<file path="src/rtl/binary_to_bcd_dabble_if.sv">
// Request/result bundle between the counter FSM and the double-dabble converter.
// The master drives the request side; the slave (converter) drives the result side.
interface binary_to_bcd_dabble_if #(
   parameter int INPUT_WIDTH    = 16,
   parameter int DECIMAL_DIGITS = 4
);
   logic [INPUT_WIDTH-1:0]      i_binary;
   logic                        i_start;
   logic [4*DECIMAL_DIGITS-1:0] o_bcd;
   logic                        o_dv;
   logic                        o_busy;
   logic                        o_overflow;

   modport master (
      output i_binary, i_start,
      input  o_bcd, o_dv, o_busy, o_overflow
   );

   modport slave (
      input  i_binary, i_start,
      output o_bcd, o_dv, o_busy, o_overflow
   );
endinterface

</file>
<file path="src/rtl/binary_to_bcd_dabble.sv">
// Sequential double-dabble binary-to-BCD converter with busy/done handshake.
// Each input bit costs one ADD cycle and one SHIFT cycle; digits beyond the top raise overflow.
module binary_to_bcd_dabble #(
   parameter int INPUT_WIDTH    = 16,
   parameter int DECIMAL_DIGITS = 4
) (
   input logic                  clk,
   input logic                  rst_n,
   binary_to_bcd_dabble_if.slave bus
);
   localparam int BCD_W = 4 * DECIMAL_DIGITS;
   localparam int CNT_W = $clog2(INPUT_WIDTH + 1);

   typedef enum logic [1:0] {S_IDLE, S_ADD, S_SHIFT} state_t;

   state_t                 r_state;
   logic [INPUT_WIDTH-1:0] r_bin;
   logic [BCD_W-1:0]       r_scr;
   logic                   r_ovf_sticky;
   logic [CNT_W-1:0]       r_cnt;
   logic [BCD_W-1:0]       r_bcd;
   logic                   r_dv;
   logic                   r_busy;
   logic                   r_ovf;

   logic [BCD_W-1:0]       w_scr_adj;
   logic [BCD_W-1:0]       w_scr_shift;
   logic [INPUT_WIDTH-1:0] w_bin_shift;
   logic                   w_ovf_next;

   // Per-digit +3 correction; digits are independent, no carry crosses a nibble.
   function automatic logic [BCD_W-1:0] add3_digits(input logic [BCD_W-1:0] v);
      logic [BCD_W-1:0] r;
      r = v;
      for (int d = 0; d < DECIMAL_DIGITS; d++) begin
         if (v[4*d +: 4] > 4'd4)
            r[4*d +: 4] = v[4*d +: 4] + 4'd3;
      end
      return r;
   endfunction

   assign w_scr_adj   = add3_digits(r_scr);
   assign w_scr_shift = {r_scr[BCD_W-2:0], r_bin[INPUT_WIDTH-1]};
   assign w_bin_shift = r_bin << 1;
   assign w_ovf_next  = r_ovf_sticky | r_scr[BCD_W-1];

   always_ff @(posedge clk or negedge rst_n) begin
      if (!rst_n) begin
         r_state      <= S_IDLE;
         r_bin        <= '0;
         r_scr        <= '0;
         r_ovf_sticky <= 1'b0;
         r_cnt        <= '0;
         r_bcd        <= '0;
         r_dv         <= 1'b0;
         r_busy       <= 1'b0;
         r_ovf        <= 1'b0;
      end else begin
         r_dv <= 1'b0;
         case (r_state)
            S_IDLE: begin
               if (bus.i_start) begin
                  r_bin        <= bus.i_binary;
                  r_scr        <= '0;
                  r_ovf_sticky <= 1'b0;
                  r_cnt        <= CNT_W'(INPUT_WIDTH);
                  r_busy       <= 1'b1;
                  r_state      <= S_ADD;
               end
            end
            S_ADD: begin
               r_scr   <= w_scr_adj;
               r_state <= S_SHIFT;
            end
            S_SHIFT: begin
               r_scr        <= w_scr_shift;
               r_bin        <= w_bin_shift;
               r_ovf_sticky <= w_ovf_next;
               r_cnt        <= r_cnt - CNT_W'(1);
               // Final bit: publish result on the same edge that performs the last shift.
               if (r_cnt == CNT_W'(1)) begin
                  r_bcd   <= w_scr_shift;
                  r_ovf   <= w_ovf_next;
                  r_dv    <= 1'b1;
                  r_busy  <= 1'b0;
                  r_state <= S_IDLE;
               end else begin
                  r_state <= S_ADD;
               end
            end
            default: r_state <= S_IDLE;
         endcase
      end
   end

   assign bus.o_bcd      = r_bcd;
   assign bus.o_dv       = r_dv;
   assign bus.o_busy     = r_busy;
   assign bus.o_overflow = r_ovf;
endmodule

</file>
<file path="src/flat_wrapper.sv">
// flat-port wrapper written by rule: the top's interface ports become plain ports
module binary_to_bcd_dabble_flat 
#(
   parameter int INPUT_WIDTH    = 16,
   parameter int DECIMAL_DIGITS = 4
)
  (clk, rst_n, bus_i_binary, bus_i_start, bus_o_bcd, bus_o_dv, bus_o_busy, bus_o_overflow);
  binary_to_bcd_dabble_if #(.INPUT_WIDTH(INPUT_WIDTH), .DECIMAL_DIGITS(DECIMAL_DIGITS)) bus_i ();
  input logic clk;
  input logic rst_n;
  input wire logic [$bits(bus_i.i_binary)-1:0] bus_i_binary;
  input wire logic [$bits(bus_i.i_start)-1:0] bus_i_start;
  output wire logic [$bits(bus_i.o_bcd)-1:0] bus_o_bcd;
  output wire logic [$bits(bus_i.o_dv)-1:0] bus_o_dv;
  output wire logic [$bits(bus_i.o_busy)-1:0] bus_o_busy;
  output wire logic [$bits(bus_i.o_overflow)-1:0] bus_o_overflow;
  assign bus_i.i_binary = bus_i_binary;
  assign bus_i.i_start = bus_i_start;
  assign bus_o_bcd = bus_i.o_bcd;
  assign bus_o_dv = bus_i.o_dv;
  assign bus_o_busy = bus_i.o_busy;
  assign bus_o_overflow = bus_i.o_overflow;
  binary_to_bcd_dabble #(.INPUT_WIDTH(INPUT_WIDTH), .DECIMAL_DIGITS(DECIMAL_DIGITS)) u_core (.clk(clk), .rst_n(rst_n), .bus(bus_i));
endmodule
</file>
<file path="config.mk">
export PLATFORM = sky130hd
export DESIGN_NAME = binary_to_bcd_dabble_flat
export DESIGN_NICKNAME = d
export VERILOG_FILES = /design/src/rtl/binary_to_bcd_dabble_if.sv /design/src/rtl/binary_to_bcd_dabble.sv /design/src/flat_wrapper.sv
export SDC_FILE = /design/constraint.sdc
export NUM_CORES = 1
export LEC_CHECK = 0
export CORE_MARGIN = 3
export CORE_UTILIZATION = 59
export DETAILED_ROUTE_END_ITERATION = 12
export GPL_ROUTABILITY_DRIVEN = 0
export MAX_ROUTING_LAYER = met4
export PLACE_DENSITY_LB_ADDON = 0.05
export SLEW_MARGIN = 20
export SYNTH_ARGS = -nofsm -noshare
export SYNTH_HDL_FRONTEND = slang
export SYNTH_SLANG_ARGS = --single-unit
</file>
<file path="constraint.sdc">
create_clock -name clk -period 4.5 [get_ports clk]
set_input_delay 0.45 -clock clk [delete_from_list [all_inputs] [get_ports clk]]
set_output_delay 0.45 -clock clk [all_outputs]
set_load 0.02 [all_outputs]
</file>
==> results summary, run 1 <==
Max-cap violations in this run came to 0. The number of antenna violations at the first check in global routing is 0. The die outline height is 77.57 um. The area enclosed by the die boundary is 6016 um^2.

The placement-stage cell area is 3431 um^2. The number of antenna diodes in the final layout is 0. For this configuration, the core starts out at a cell density of 62.32%. The number of DRC violations after detailed routing came out at 0.

The growth of design area from synthesis to finish is 18.63%. In the final timing run, aggregate negative setup slack is 0 ps. The post-synthesis cell type count is 35. The count of flip-flops with a built-in enable after synthesis came out at 0. Setup violations remaining at the end of the flow were counted as 0.

After layout, the worst path uses 50.72% of the clock period. Data on the critical path arrives at its endpoint at 2510 ps. The average routed wire per standard cell came out at 13.86 um. STA classifies the critical path endpoint as a register. The number of buffers added for setup after CTS came out at 0.

After floorplanning, the core was sized to cover 4848 um^2. The leakage power came out at 1.503 nW. The worst path needs 2282 ps of the cycle, external delays included. The half-perimeter wire length of the detailed placement result came out at 3737 um. The detailed router used layers up to and including met4.

Clock tree synthesis inserted a total of 9 buffers. The clock transition at the registers of the reported paths came out at 70 ps. The clock sink count is 59. The first detailed-routing pass ran for 4 iterations. The detailed router finished its first iteration with 231 violations. The net total in the final layout came out at 378. The worst-skew pair later-pin latency came out at 330 ps. By startpoint and endpoint, the worst setup path is classified as reg2reg. For this run, asynchronously set or reset flops after synthesis account for 100.0%. The number of nets handed over by synthesis was 341.

The data required time at the worst endpoint is 4730 ps. The number of hold violations in the final report is 0. The launching element type of the critical path is a register. The type of the tightest min-delay check is in2async. The final design instance area without fill came out at 3585 um^2. The total routed wire length on the met1 layer came out at 2776 um.

The largest area contributor in the netlist is dfrtp_1. The measured slew at the worst slew-check pin is 741.0 ps. Global routing used 21.74% of the available tracks. The cell area after synthesis came out at 3022 um^2.

The dominant cell by count in the synthesized netlist is o21ai_0. The number of synthesis warnings is 0. The mean cell area of the mapped netlist came out at 9.843 um^2.

The row count came out at 25. The most frequently used flop master after synthesis is dfrtp_1. Ranked by instance count, the synthesized netlist is headed by o21ai_0 (64), dfrtp_1 (59), nand2_1 (52). Once the clock tree was built, the resizer swapped 0 gates to a different size.

The via count of the first global-routing pass came to 2,126. The horizontal extent of the die is 77.57 um. The first global-routing pass estimated 10,030 um of wire.

The share of synthesized area occupied by flip-flops and latches is 48.86%. For this block, the routed nets add up to 5766 um of wire. Across the routed clock network, the largest skew measured is 6.325 ps.

The share of final-layout standard cells stronger than drive strength 1 is 8.309%. The per-cell via count in the routed design came out at 5.399. In the post-synthesis netlist, the biggest area contributors are dfrtp_1 (49%), o21ai_0 (11%), nand2_1 (6.5%). The worst-case IR drop observed on VDD is 294.7 uV. Measured against its own limit, the worst slew margin works out to 50.60%. The maximum buffer depth of the clock tree came out at 2. The flow ran to the end, and the final reports show no timing, DRC or antenna violations. The routed length on met2 came out at 2717 um.

In this run the critical register-to-register path is launched from u_core.r_state[0]. The largest net degree at the start of global routing is 60. The timing startpoint of the critical path is u_core.r_state[0]. The routed layout has 2,246 vias.

Global routing finished with a remaining overflow of 0. In this run the tool buffered the top-level ports with 37 buffer cells. Setup repair after global routing left no endpoint under its margin. The number of slew-limit violations in the final report is 0. Of all nets on the critical path, the largest fanout is 21. The cts-stage hold buffer count came out at 0. The synthesized instance count is 307.

CTS placed an instance of clkbuf_8 at the clock tree root. Wire segments on met3 add up to 192 um in the final route. The number of antenna-violating nets in the routed design is 0. The clock tree from TritonCTS is done. Total power for the finished layout comes to 2.008 mW. The power density relative to cell area came out at 560.1 nW/um^2. The number of primary I/O pins came out at 38.

The count of state elements after synthesis is 59. The H-tree generated during clock tree synthesis spans 3 levels. Static timing analysis puts the maximum clock frequency at 0.4382 GHz. The path depth of the worst reg2reg path is 7. Summed over its instances, the top area cell type makes up 48.86% of the synthesized netlist area.
## power by group
part / internal (mW) / total, mW / switching (mW)
clock network: 0.198 / 0.397 / 0.200
registers: 0.680 / 0.792 / 0.112
logic: 0.333 / 0.819 / 0.486
## routing by layer
layer  vias up  GRT usage (%)
met5         -              -
li1       1118              -
met3        10          4.060
met4         0          9.075
met2        43          32.56
met1      1075          29.27
## critical path, cell delays in order (launching register included)
cell      delay (ps)
dfrtp_1          430
inv_1            100
ha_1             310
mux2i_2          630
buf_4            340
nand3b_1         150
xor2_1           150
nand2_1           70
## sequential cells by signal (all words and copies together), names as in the netlist
| name | flops |
|---|---|
| u_core.bus.o_busy | 1 |
| u_core.bus.o_overflow | 1 |
| u_core.bus.o_bcd | 16 |
| u_core.r_scr | 16 |
| u_core.bus.o_dv | 1 |
| u_core.r_bin | 16 |
| u_core.r_state | 2 |
| u_core.r_cnt | 5 |
| u_core.r_ovf_sticky | 1 |
## layout by cell type (no fill, tap or decap), types with 2 or more instances in the layout
cell type,n
buf_4,4
a32o_1,4
clkdlybuf4s50_1,36
clkinv_2,3
nand2_1,52
clkbuf_8,9
dfrtp_1,59
ha_1,15
clkbuf_1,4
inv_1,22
a21oi_1,2
nor2_1,6
a311oi_4,4
mux2_2,2
o21ai_1,3
nand3b_1,2
xnor2_1,7
mux2i_1,16
or2_2,2
nand3_1,12
xor2_1,5
o21ai_0,64
nand2b_1,3
## per-stage QoR
stage               hold WS, ps  setup WS, ps  instances  utilization, %
global route              329.5          1932        416           73.94
finish                    278.4          2218        416           73.94
global placement          459.6          2131        400           70.76
floorplan                 154.4          2852        307               -
detailed placement        468.9          2079        400           70.76
CTS                       291.6          2216        416           73.94
## path summary, 6_finish.rpt
check	to	slack [ps]
setup / recovery	u_core.r_cnt[4]	2220
hold / removal	u_core.bus.o_bcd[2]	280
setup reg to reg	u_core.r_cnt[4]	2220
hold reg to reg	u_core.bus.o_bcd[13]	470
max in group asynchronous	u_core.bus.o_bcd[0]	3750
min in group clk	u_core.bus.o_bcd[13]	470
## cell families (layout without fill, tap and decap cells)
kind of cell,after synthesis,count (layout),synth area share [%]
and+or+nand+nor,83,83,12.42
AOI/OAI and AO/OA,81,81,17.35
DFF,59,59,48.86
buffers and inverters,38,80,5.176
muxes,19,19,6.501
adders and majority gates,15,15,6.211
xor gates and xnor gates,12,12,3.478
## area by class of cell
| class | instances | area (um^2) |
|---|---|---|
| multi-input combinational | 210 | 1389 |
| tap | 67 | 83.83 |
| clock buffer | 13 | 138.9 |
| fill | 345 | 1264 |
| timing repair buffer | 41 | 395.4 |
| sequential | 59 | 1476 |
| inverter | 23 | 86.33 |
| clock inverter | 3 | 15.01 |
Power figures use the tool's default switching activity.
==> run 2: changes to the inputs <==
Settings changed: CORE_UTILIZATION 59 to 55.
Clock period 4.5 ns to 2.3 ns, I/O delays scaled along.
==> results summary, run 2 (same netlist as run 1, synthesis figures left out) <==
The share of final-layout standard cells stronger than drive strength 1 came out at 9.375%. For the final routed database, the setup TNS stands at 0 ps. The placeable core region came out at 5205 um^2. Wires add up to 5732 um. For this design the ratio of total power to cell area is 1130 nW/um^2. The first-pass GRT wire length is 9818 um.

The total clock buffers created by CTS came out at 9. Once placement finished, the instance area stood at 3462 um^2. The clock tree from TritonCTS is done. The row count came out at 26. After detailed routing, the number of vias per cell comes to 5.244. The portion of total power attributed to combinational logic is 38.5%. After clock tree synthesis, the clock-pin slew on the worst setup and hold paths is 70 ps. The growth of design area from synthesis to finish is 21.82%. The average routed wire per standard cell came out at 13.58 um. For this design, the slowest cell found on the critical path is dfrtp_1. The leakage power is 1.545 nW.

The register area came out at 1476 um^2. The final critical-path share of the clock period came out at 83.75%. The count of port buffers added during placement came out at 37.

The net load switching power is 1.553 mW. The sum of buffers and inverters on the critical path came out at 2. The net total in the final layout is 381. For this block, the initial DRC count from the detailed router was 115.

The number of antenna-violating nets in the routed design is 0. Leaving out fill and tap cells, the most frequent cell in the layout is o21ai_0. The post-cts gate resize count came out at 0. The clock sink count came out at 59. Setup repair after global routing left no endpoint under its margin.

The worst slew slack as a fraction of its limit is 65.30%. The data arrival time of the worst path came out at 2170 ps. The total routing resource utilization after global routing is 20.42%. The data required time at the worst endpoint is 2540 ps. The count of endpoints failing setup in the final report is 0.

The number of slew-limit violations in the final report is 0. The cell family contributing the most delay on the critical path is compound AO/OA/AOI/OAI gates. The internal power came out at 2.606 mW. The via count of the first global-routing pass came out at 2,103. The number of hold violations in the final report is 0. STA classifies the critical path endpoint as a register. Static timing analysis puts the maximum clock frequency at 0.5192 GHz. The number of antenna violations at the first check in global routing came out at 0. The depth of the CTS H-tree came out at 3. The half-perimeter wire length of the detailed placement result is 3771 um.

The worst setup path is launched from a register. In the layout the commonest cells are o21ai_0 (64), dfrtp_1 (59), nand2_1 (52). The floorplan step defined a die boundary enclosing 6419 um^2.

The maximum buffer depth of the clock tree came out at 2. The max-cap violation count came out at 0. The run finished with clean final reports. After routing the design area is 3681 um^2.

Hold is met by 430.9 ps. The total via count in the routed design came out at 2,213. The number of primary I/O pins came out at 38. The type of the tightest min-delay check is in2async. The signal on the critical path passes through inv_1, ha_1, nor2b_2, buf_4, a311oi_4, nand3_1, o21ai_0. The sum of overflow across all layers after global routing is 0. The minimum clock period after layout came out at 1926 ps.

The maximum fanout encountered on the critical timing path is 9. Power comes to 4.159 mW. The worst voltage drop across the vdd grid came out at 558.0 uV. Net switching is 37.34% of the power. For this configuration, the core starts out at a cell density of 58.05%. The maximum single-stage delay on the critical path is 420 ps. The filler cell count is 414. The first-pass iteration count of the detailed router came out at 4. The proportion of power drawn by flip-flops and latches came out at 37.3%. The measured slew at the worst slew-check pin is 520.5 ps. At the end of the flow the core is filled with cells to 70.72%. At the later pin of the worst-skew pair, clock insertion delay measures 330 ps.

In the final layout, the multi-input gates occupy 1389 um^2. The kind of critical path is reg2reg. CTS placed an instance of clkbuf_8 at the clock tree root. After detailed routing, the number of remaining DRC violations is 0. The horizontal extent of the die came out at 80.12 um. The largest net degree at the start of global routing is 60.

The floorplan step set the die height to 80.12 um. For the final database, setup skew stands at 6.109 ps. The share of total power dissipated in the clock network is 24.2%. The antenna diode count came out at 0.
run 2: final timing paths:
path | slack (ps) | endpoint | from | cells after the start
max | 370 | u_core.r_scr[14] | u_core.r_state[0] | 7
min | 430 | u_core.bus.o_bcd[2] | rst_n | 3
max reg2reg | 370 | u_core.r_scr[14] | u_core.r_state[0] | 7
min reg2reg | 480 | u_core.r_bin[10] | u_core.r_bin[10] | 2
max in group asynchronous | 1610 | u_core.r_scr[8] | rst_n | 3
min in group clk | 480 | u_core.r_bin[10] | u_core.r_bin[10] | 2
run 2: repair_timing:
action | CTS | global route
endpoints found under the hold margin | 59 | 0
setup buffers | 0 | 0
hold buffers | 1 | 0
run 2: layout make-up:
class,count,share of cell area [%]
Multi-Input combinational cell,210,37.73
Inverter,23,2.345
Tap cell,70,2.379
Sequential cell,59,40.11
Clock inverter,5,2.107
Clock buffer,11,3.569
Timing Repair Buffer,44,11.76
run 2: worst register-to-register path, cell delays in order, from the launching register on:
cell,delay [ps]
dfrtp_1,420
inv_1,80
ha_1,290
nor2b_2,180
buf_4,190
a311oi_4,410
nand3_1,150
o21ai_0,120
run 2: power groups by stage:
| stage | clock network (mW) | logic (mW) | registers, mW |
|---|---|---|---|
| floorplan | 0 | 1.17 | 1.56 |
| global placement | 0 | 1.58 | 1.56 |
| detailed placement | 0 | 1.61 | 1.57 |
| CTS | 1.02 | 1.62 | 1.55 |
| global route | 1.08 | 1.79 | 1.60 |
| finish | 1.00 | 1.60 | 1.55 |
run 2: routing by layer:
metal / global-route usage [%] / vias to the layer above / part of all wire (%)
met5: - / - / 0
met4: 9.628 / 0 / 2.1
met3: 4.036 / 10 / 4.4
met2: 29.22 / 42 / 44
met1: 28.02 / 1043 / 49
li1: - / 1118 / -
run 2: metrics by stage:
| step | setup slack (ps) | cells |
|---|---|---|
| 2_1_floorplan | 652.2 | 307 |
| 3_3_place_gp | 489.2 | 405 |
| 3_5_place_dp | 425.6 | 405 |
| 4_1_cts | 365.7 | 422 |
| 5_1_grt | 260.2 | 422 |
| 6_report | 373.9 | 422 |
==> run 3: changes to the inputs <==
Settings changed: CORE_UTILIZATION 55 to 50.
Clock period 2.3 ns to 1.6 ns, I/O delays scaled along.
==> results summary, run 3 (same netlist as run 1, synthesis figures left out) <==
The run finished, with violations left. The checks that failed: setup timing. The share of final-layout standard cells stronger than drive strength 1 came out at 24.04%.

The number of hold violations in the final report is 0. The kind of critical path is reg2reg. Of all nets on the critical path, the largest fanout is 7. The number of slew-limit violations in the final report was 0. In this run the remaining antenna-violating nets after routing total 0. The library cell used most frequently in the layout, excluding fill and tap cells, is dfrtp_1. The number of DRC markers after the initial detailed-route iteration came out at 170. The most numerous cell on the critical path is buf_6. The final design instance area without fill came out at 4227 um^2.

The horizontal extent of the die came out at 83.74 um. The area enclosed by the die boundary is 7012 um^2. Global routing used 27.77% of the available met1 tracks. The maximum achievable frequency is 0.6249 GHz. The row count is 27.

For the worst setup path, the data arrival time is 1830 ps. The number of antenna violations at the first check in global routing is 0. The total overflow left after global routing is 0. The largest net degree at the start of global routing came out at 60. The initial core utilization is 53.24%.

The net total in the final layout is 420. The number of DRC violations after detailed routing came out at 0. Setup violations remaining at the end of the flow were counted as 1. The type of the tightest min-delay check is in2async. Clock-pin slew was measured on the worst setup and hold paths at 70 ps. The via count of the first global-routing pass is 2,431. The data required time at the worst endpoint is 1830 ps. Global routing used 5.035% of the available met3 tracks. The sum of buffers and inverters on the critical path is 4. The tool flagged a number of max-cap violations equal to 0. The number of primary I/O pins is 38. The antenna diode count came out at 0. In this run the deepest clock path goes through 2 buffers. The growth of design area from synthesis to finish came out at 39.88%.

The total via count in the routed design came out at 2,419. The per-cell via count in the routed design is 5.225. The path depth of the worst reg2reg path is 7. The clock skew after layout is 8.707 ps. The leakage power is 1.821 nW. The final critical-path setup slack came out at -0.3668 ps. In this run the clock root is driven by a clkbuf_8. For this design, the slowest cell found on the critical path is dfrtp_1. The maximum single-stage delay on the critical path came out at 390 ps. The worst slack after detailed placement is -45.97 ps.

The top cell types in the final layout, fill and taps aside, are dfrtp_1 (59), o21ai_0 (52), nand2_1 (50). The count of port buffers added during placement is 37. The number of clock buffers added by TritonCTS is 9. The placement-stage cell area is 3700 um^2. The logic depth of the worst setup path including buffers came out at 7. The minimum clock period after layout is 1600 ps. The total negative setup slack is -0.3668 ps. Measured against its own limit, the worst slew margin works out to 73.38%. STA classifies the critical path endpoint as a register. The worst hold slack is 329.1 ps.

Global routing consumed, over all layers together, 20.86% of the routing resources. The half-perimeter wire length of the detailed placement result is 4238 um. The critical path goes through inv_2, buf_6, ha_4, nand4b_1, buf_6, buf_8, mux2_4. Setup repair after global routing could not meet its margin everywhere. The average routed wire per standard cell came out at 15.03 um.

The worst voltage drop across the vdd grid is 908.2 uV. The first global-routing pass estimated 11,310 um of wire. The global-route track usage on met2 is 30.44%. Before antenna repair, the detailed router went through 4 iterations. For this block, the routed nets add up to 6960 um of wire. For the worst-skew pair, the clock arrives at the later sink with an insertion delay of 350 ps. The clock sink count is 59. The measured slew at the worst slew-check pin came out at 399.3 ps. After floorplanning, the core was sized to cover 5675 um^2. The worst setup path is launched from a register. The kind of cell with the highest combined delay along the critical path is buffers and inverters.

The depth of the CTS H-tree is 3. The power density relative to cell area came out at 1687 nW/um^2. TritonCTS built the clock tree. Dividing the final minimum period by the clock period gives 100.0%. After global routing, the most crowded layer is met2.

In this run the vertical extent of the chip is 83.74 um.
[run 3: final timing paths]
check,start,end,slack (ps)
max,u_core.r_state[0],u_core.bus.o_bcd[0],-0.4
min,rst_n,u_core.bus.o_bcd[4],330
max reg2reg,u_core.r_state[0],u_core.bus.o_bcd[0],-0.4
min reg2reg,u_core.bus.o_bcd[12],u_core.bus.o_bcd[12],480
max in group asynchronous,rst_n,u_core.r_cnt[0],980
min in group clk,bus_i_binary[0],u_core.r_bin[0],430
[run 3: cell type report]
class	instances	area, um^2
inverter	23	86.33
fill	408	1449
clock inverter	5	75.07
timing repair buffer	83	832.0
multi-input combinational	210	1515
sequential	59	1476
clock buffer	11	151.4
tap	72	90.09
[run 3: layer usage]
layer / share of wire (%) / wire length (um)
met1: 49 / 3397
met2: 45 / 3162
met3: 3.4 / 240
met4: 2.3 / 160
met5: 0 / 0
[run 3: tightest hold or removal path, cell delays in order]
cell           delay, ps
dlygate4sd3_1        520
buf_2                120
buf_12               280
[run 3: metrics by stage]
stage / power [mW] / std cells / util [%]
CTS: 6.634 / 457 / 70.33
detailed placement: 4.974 / 436 / 65.19
finish: 7.131 / 463 / 74.47
floorplan: 3.937 / 307 / -
global placement: 4.895 / 436 / 65.19
global route: 7.653 / 463 / 74.47
[run 3: power breakdown]
group	total [mW]	switching, mW	internal [mW]
clock	1.55	0.596	0.953
sequential	2.20	0.290	1.91
combinational	3.38	1.75	1.64
[run 3: repair_timing]
item | in CTS | in global routing
pin swaps | 4 | 14
buffers inserted | 3 | 3
hold buffers | 1 | 0
hold endpoints to repair | 59 | 0
gates resized for setup | 6 | 49
gates cloned | 1 | 3
endpoints found under the setup margin | 15 | 36
==> variant 1: new RTL, config.mk and constraints of run 2 <==
Encoding of `state_t`: now one-hot (3 bits for 3 states).
--- a/src/rtl/binary_to_bcd_dabble.sv
+++ b/src/rtl/binary_to_bcd_dabble.sv
@@ -12,5 +12,5 @@
    localparam int CNT_W = $clog2(INPUT_WIDTH + 1);
 
-   typedef enum logic [1:0] {S_IDLE, S_ADD, S_SHIFT} state_t;
+   typedef enum logic [2:0] {S_IDLE = 3'b001, S_ADD = 3'b010, S_SHIFT = 3'b100} state_t;
 
    state_t                 r_state;
Function: no difference found for any inputs over 10 cycles, from zero or initial values and one cycle with rst_n low; not proved beyond that.
==> variant 1 against run 2 <==
- setup slack worse by 0.066 ns
- area after synthesis is 4.2% lower
- routed wire length is 6.6% higher
- design area is 3.0% lower
- cell count is 4.5% lower
- die area is 3.9% lower
- sequential cell count is 1 higher
- critical path type unchanged
- largest cell class unchanged
Power is not compared: it rests on default switching activity, and its combinational part moved more than twofold at a synthesized area within 25%.
==> variant 1: results (changes against run 2) <==
[yosys]
synth.area.top_cells = dfrtp_1 (51%), nand2_1 (7.0%), ha_1 (4.3%), mux2_2 (4.3%), o21ai_0 (3.5%)  ; was dfrtp_1 (49%), o21ai_0 (11%), nand2_1 (6.5%), ha_1 (6.2%), mux2i_1 (5.3%)
yosys_warnings = 0  ; unchanged
synth_edf_count = 0  ; unchanged
synthesis.nets = 320  ; was 341
synth.lib_cells_used.distinct = 38  ; was 35
synth_cells = 291  ; was 307
netlist_top_cells_count = dfrtp_1 (59), nand2_1 (54), nor2_1 (24)  ; was o21ai_0 (64), dfrtp_1 (59), nand2_1 (52)
ys_seq_area_share_pct = 51.9  ; was 48.9%

[global_routing]
grt_pass1_vias = 2285  ; was 2103
grt_pass1_wl_um = 10600  ; was 9820 um
grt_overflow_total = 0  ; unchanged
grt_max_degree = 38  ; was 60
track_usage_pct = 23.1  ; was 20.4%

[placed_design]
place_inst = 386  ; was 405
io_buffers = 37  ; unchanged
hpwl_um = 4130  ; was 3770 um
dpl_cell_area_um2 = 3340  ; was 3460 um^2
place_ws_ns = -0.0268  ; was 0.426 ns

[layout]
fillers = 371  ; was 414
final_layout_size_suffix_gt1_share_pct = 13.7  ; was 9.38%
fin_cells = 403  ; was 422
fin_nets = 360  ; was 381
antenna_cells_inserted = 0  ; unchanged

[sta]
maxSlewHeadroom_pct = 52.3  ; was 65.3%
skew_ns = 0.00651  ; was 0.00611 ns

[cts]
cts_resized = 0  ; unchanged
postCtsSetupRepairBufs = 0  ; unchanged

[setup_path]
cp_max_fo = 27  ; was 9
critical_path.max_stage_delay_ns = 0.49  ; was 0.42 ns
cpLargestDelayFamily = simple AND/OR/NAND/NOR gates  ; was compound AO/OA/AOI/OAI gates
slowest_stage = or4b_4  ; was dfrtp_1
cp.arrival_ns = 2.21  ; was 2.17 ns

[outcome]
outcome = completed  ; unchanged

[routing]
viasPerCell = 5.60  ; was 5.24
post_drt_wl_per_cell_um = 15.2  ; was 13.6 um
first_pass_iters = 5  ; was 4
drt_iter0_markers = 150  ; was 115

[power_and_ir_drop]
p_leak_nw = 1.60
peakVddDrop_mv = 0.616

[hold_path]
worstHoldPathType = in -> async  ; unchanged

[variant 1: layer usage]
layer	share of wire (%)	up-vias	global-route usage, %
met5	0	-	-
met4	1.1	0	7.87
met3	5.0	8	7.45
met2	49	67	36.7
met1	45	1086	28.0
li1	-	1095	-
[variant 1: final timing paths]
| path | startpoint | to | depth (start not counted) | slack [ns] |
|---|---|---|---|---|
| worst max-delay path | u_core.r_cnt[1] | u_core.bus.o_bcd[11] | 6 | 0.31 |
| worst min-delay path | rst_n | u_core.bus.o_bcd[3] | 2 | 0.44 |
| worst max register to register | u_core.r_cnt[1] | u_core.bus.o_bcd[11] | 6 | 0.31 |
| worst min register to register | u_core.bus.o_bcd[1] | u_core.bus.o_bcd[1] | 2 | 0.48 |
| max in group asynchronous | rst_n | u_core.r_state[0] | 3 | 1.19 |
| min in group clk | bus_i_binary[3] | u_core.r_bin[3] | 3 | 0.46 |
[variant 1: final cells by class]
type / instances / area, um^2 / share of cell area [%]
sequential: 60 / 1500 / 42.1
inverter: 16 / 60.1 / 1.68
clock buffer: 11 / 141 / 3.96
timing repair buffer: 46 / 448 / 12.5
clock inverter: 5 / 75.1 / 2.10
tap: 67 / 83.8 / 2.35
multi-input combinational: 198 / 1260 / 35.3
[variant 1: report_power, final]
| group | internal (mW) | total (mW) | switching [mW] | leakage (nW) |
|---|---|---|---|---|
| Clock | 0.634 | 1.02 | 0.383 | 0.113 |
| Sequential | 1.06 | 1.06 | 0 | 0.773 |
| Combinational | 0.0308 | 0.0559 | 0.0250 | 0.717 |
| Total | 1.72 | 2.13 | 0.408 | 1.60 |
[variant 1: kinds of logic after synthesis]
logic type / synth area share [%]
AOI/OAI and AO/OA: 17.3
xor gates and xnor gates: 2.12
adders and majority gates: 4.32
buffers and inverters: 4.93
DFF: 51.9
muxes: 4.80
and+or+nand+nor: 14.7
==> variant 2: new RTL, config.mk and constraints of run 2 <==
Made on the original files. `INPUT_WIDTH` is set to 16 in 3 places; all go to 32.
--- a/src/rtl/binary_to_bcd_dabble_if.sv
+++ b/src/rtl/binary_to_bcd_dabble_if.sv
@@ -2,5 +2,5 @@
 // The master drives the request side; the slave (converter) drives the result side.
 interface binary_to_bcd_dabble_if #(
-   parameter int INPUT_WIDTH    = 16,
+   parameter int INPUT_WIDTH    = 32,
    parameter int DECIMAL_DIGITS = 4
 );
--- a/src/rtl/binary_to_bcd_dabble.sv
+++ b/src/rtl/binary_to_bcd_dabble.sv
@@ -2,5 +2,5 @@
 // Each input bit costs one ADD cycle and one SHIFT cycle; digits beyond the top raise overflow.
 module binary_to_bcd_dabble #(
-   parameter int INPUT_WIDTH    = 16,
+   parameter int INPUT_WIDTH    = 32,
    parameter int DECIMAL_DIGITS = 4
 ) (
--- a/src/flat_wrapper.sv
+++ b/src/flat_wrapper.sv
@@ -2,5 +2,5 @@
 module binary_to_bcd_dabble_flat 
 #(
-   parameter int INPUT_WIDTH    = 16,
+   parameter int INPUT_WIDTH    = 32,
    parameter int DECIMAL_DIGITS = 4
 )
Interface: changed (resized bus_i_binary); port bits go from 38 to 54. The function was not compared with the original's and may differ.
==> variant 2 against run 2 <==
- critical path depth did not move
- design area rose by 25%
- total power rose by 24%
- area after synthesis rose by 24%
- sequential cell count rose by 17
- routed wire length rose by 29%
- setup slack got worse by 0.026 ns
- critical path type unchanged
==> variant 2: results (changes against run 2) <==
[yosys]
synth.lib_cells_used.distinct = 33  ; was 35
ys_seq_area_share_pct = 50.7  ; was 48.9%
synthArstFlopShare_pct = 100  ; unchanged
synth.area.top_cells = dfrtp_1 (51%), o21ai_0 (9.3%), mux2i_1 (8.3%), nand2_1 (5.7%), ha_1 (5.0%)  ; was dfrtp_1 (49%), o21ai_0 (11%), nand2_1 (6.5%), ha_1 (6.2%), mux2i_1 (5.3%)
synthesis.nets = 421  ; was 341
synth_flop_cell = dfrtp_1  ; unchanged
synth_cells = 371  ; was 307
netlist_top_cells_count = dfrtp_1 (76), o21ai_0 (70), nand2_1 (57)  ; was o21ai_0 (64), dfrtp_1 (59), nand2_1 (52)

[placed_design]
io_buffers = 53  ; was 37
place_inst = 488  ; was 405
place_ws_ns = 0.370  ; was 0.426 ns
dpl_cell_area_um2 = 4370  ; was 3460 um^2
hpwl_um = 5210  ; was 3770 um

[sta]
holdWs_ns = 0.408  ; was 0.431 ns
timing.fmax_mhz = 512  ; was 519 MHz
skew_ns = 0.00977  ; was 0.00611 ns
tightest_slew_ns = 0.550  ; was 0.521 ns

[power_and_ir_drop]
p_sw_share_pct = 37.3  ; about the same
peakVddDrop_mv = 0.742  ; was 0.558 mV
p_leak_nw = 1.93  ; was 1.54 nW

[cts]
clkTransAtPathRegs_ns = 0.08
numCtsBuffers = 9  ; unchanged

[layout]
fin_nets = 473  ; was 381
final_layout_size_suffix_gt1_share_pct = 7.24  ; was 9.38%
fin_cells = 505  ; was 422
fillers = 518  ; was 414
top_register = u_core.r_bin
largest_reg_flops = 32
antenna_cells_inserted = 0  ; unchanged

[global_routing]
grt_pass1_vias = 2593  ; was 2103
antenna_found_initial = 0  ; unchanged
track_usage_pct = 21.2  ; was 20.4%
grt_pass1_wl_um = 12500  ; was 9820 um
grt_max_degree = 43  ; was 60

[setup_path]
cp.arrival_ns = 2.20  ; was 2.17 ns
slowest_stage = dfrtp_1  ; unchanged
cp_max_fo = 8  ; was 9
critical_path.max_stage_delay_ns = 0.43
cpLargestDelayFamily = compound AO/OA/AOI/OAI gates  ; unchanged
reg2reg_slack_ns = 0.35  ; was 0.37 ns

[routing]
routed_wl_um = 7400  ; was 5730 um
first_pass_iters = 4  ; unchanged
viasPerCell = 5.47  ; was 5.24
drt_iter0_markers = 193  ; was 115

[outcome]
outcome = completed  ; unchanged

==> variant 2: cell types whose count changed in the layout (fill, tap and decap cells not counted), moves of 5 or more <==
| cell | change |
|---|---|
| clkdlybuf4s50_1 | +16 |
| dfrtp_1 | +17 |
| mux2i_1 | +15 |
| nand2_1 | +5 |
| nor2_1 | +5 |
| o21ai_0 | +6 |
| o22ai_1 | +11 |
==> variant 2: kinds of logic after synthesis <==
group	after synthesis	share of synthesized area (%)
buffers and inverters	44	5.10
adder cells (fa/ha/maj)	15	5.00
flip-flops	76	50.7
XOR/XNOR	12	2.80
multiplexers	34	9.23
AND/OR/NAND/NOR	93	10.6
AO/OA/AOI/OAI	97	16.6
==> variant 2: path summary, 6_finish.rpt <==
check,endpoint,cells past startpoint,start
min reg2reg,u_core.bus.o_bcd[7],2,u_core.bus.o_bcd[7]
max,u_core.r_scr[10],7,u_core.r_state[1]
min,u_core.r_bin[13],2,rst_n
max in group asynchronous,u_core.r_scr[7],3,rst_n
max reg2reg,u_core.r_scr[10],7,u_core.r_state[1]
min in group clk,u_core.bus.o_bcd[7],2,u_core.bus.o_bcd[7]
==> variant 2: layout make-up <==
| type | instances | area, um^2 | area share (%) |
|---|---|---|---|
| sequential | 76 | 1900 | 41.4 |
| timing repair buffer | 61 | 616 | 13.4 |
| inverter | 24 | 90.1 | 1.96 |
| clock buffer | 12 | 145 | 3.16 |
| clock inverter | 4 | 72.6 | 1.58 |
| tap | 77 | 96.3 | 2.10 |
| multi-input combinational | 251 | 1670 | 36.4 |
==> variant 2: per-layer routing <==
layer | vias to the layer above | share of wire (%) | GRT usage (%)
met5 | - | 0 | -
met4 | 0 | 0.69 | 6.18
met3 | 4 | 4.4 | 4.38
met2 | 60 | 44 | 29.0
met1 | 1311 | 51 | 31.6
li1 | 1386 | - | -
==> variant 2: timing repair <==
item                                   in CTS  in global routing
hold buffers                                1                  0
setup buffers                               0                  0
endpoints found under the hold margin      41                  0
gates resized for setup                     0                  0
==> variant 2: power groups by stage <==
stage | clock network, mW | registers (mW) | logic [mW]
floorplan | 0 | 2.02 | 1.54
global placement | 0 | 2.04 | 1.98
detailed placement | 0 | 2.05 | 2.04
CTS | 1.14 | 2.03 | 2.05
global route | 1.20 | 2.09 | 2.30
finish | 1.12 | 2.03 | 2.03
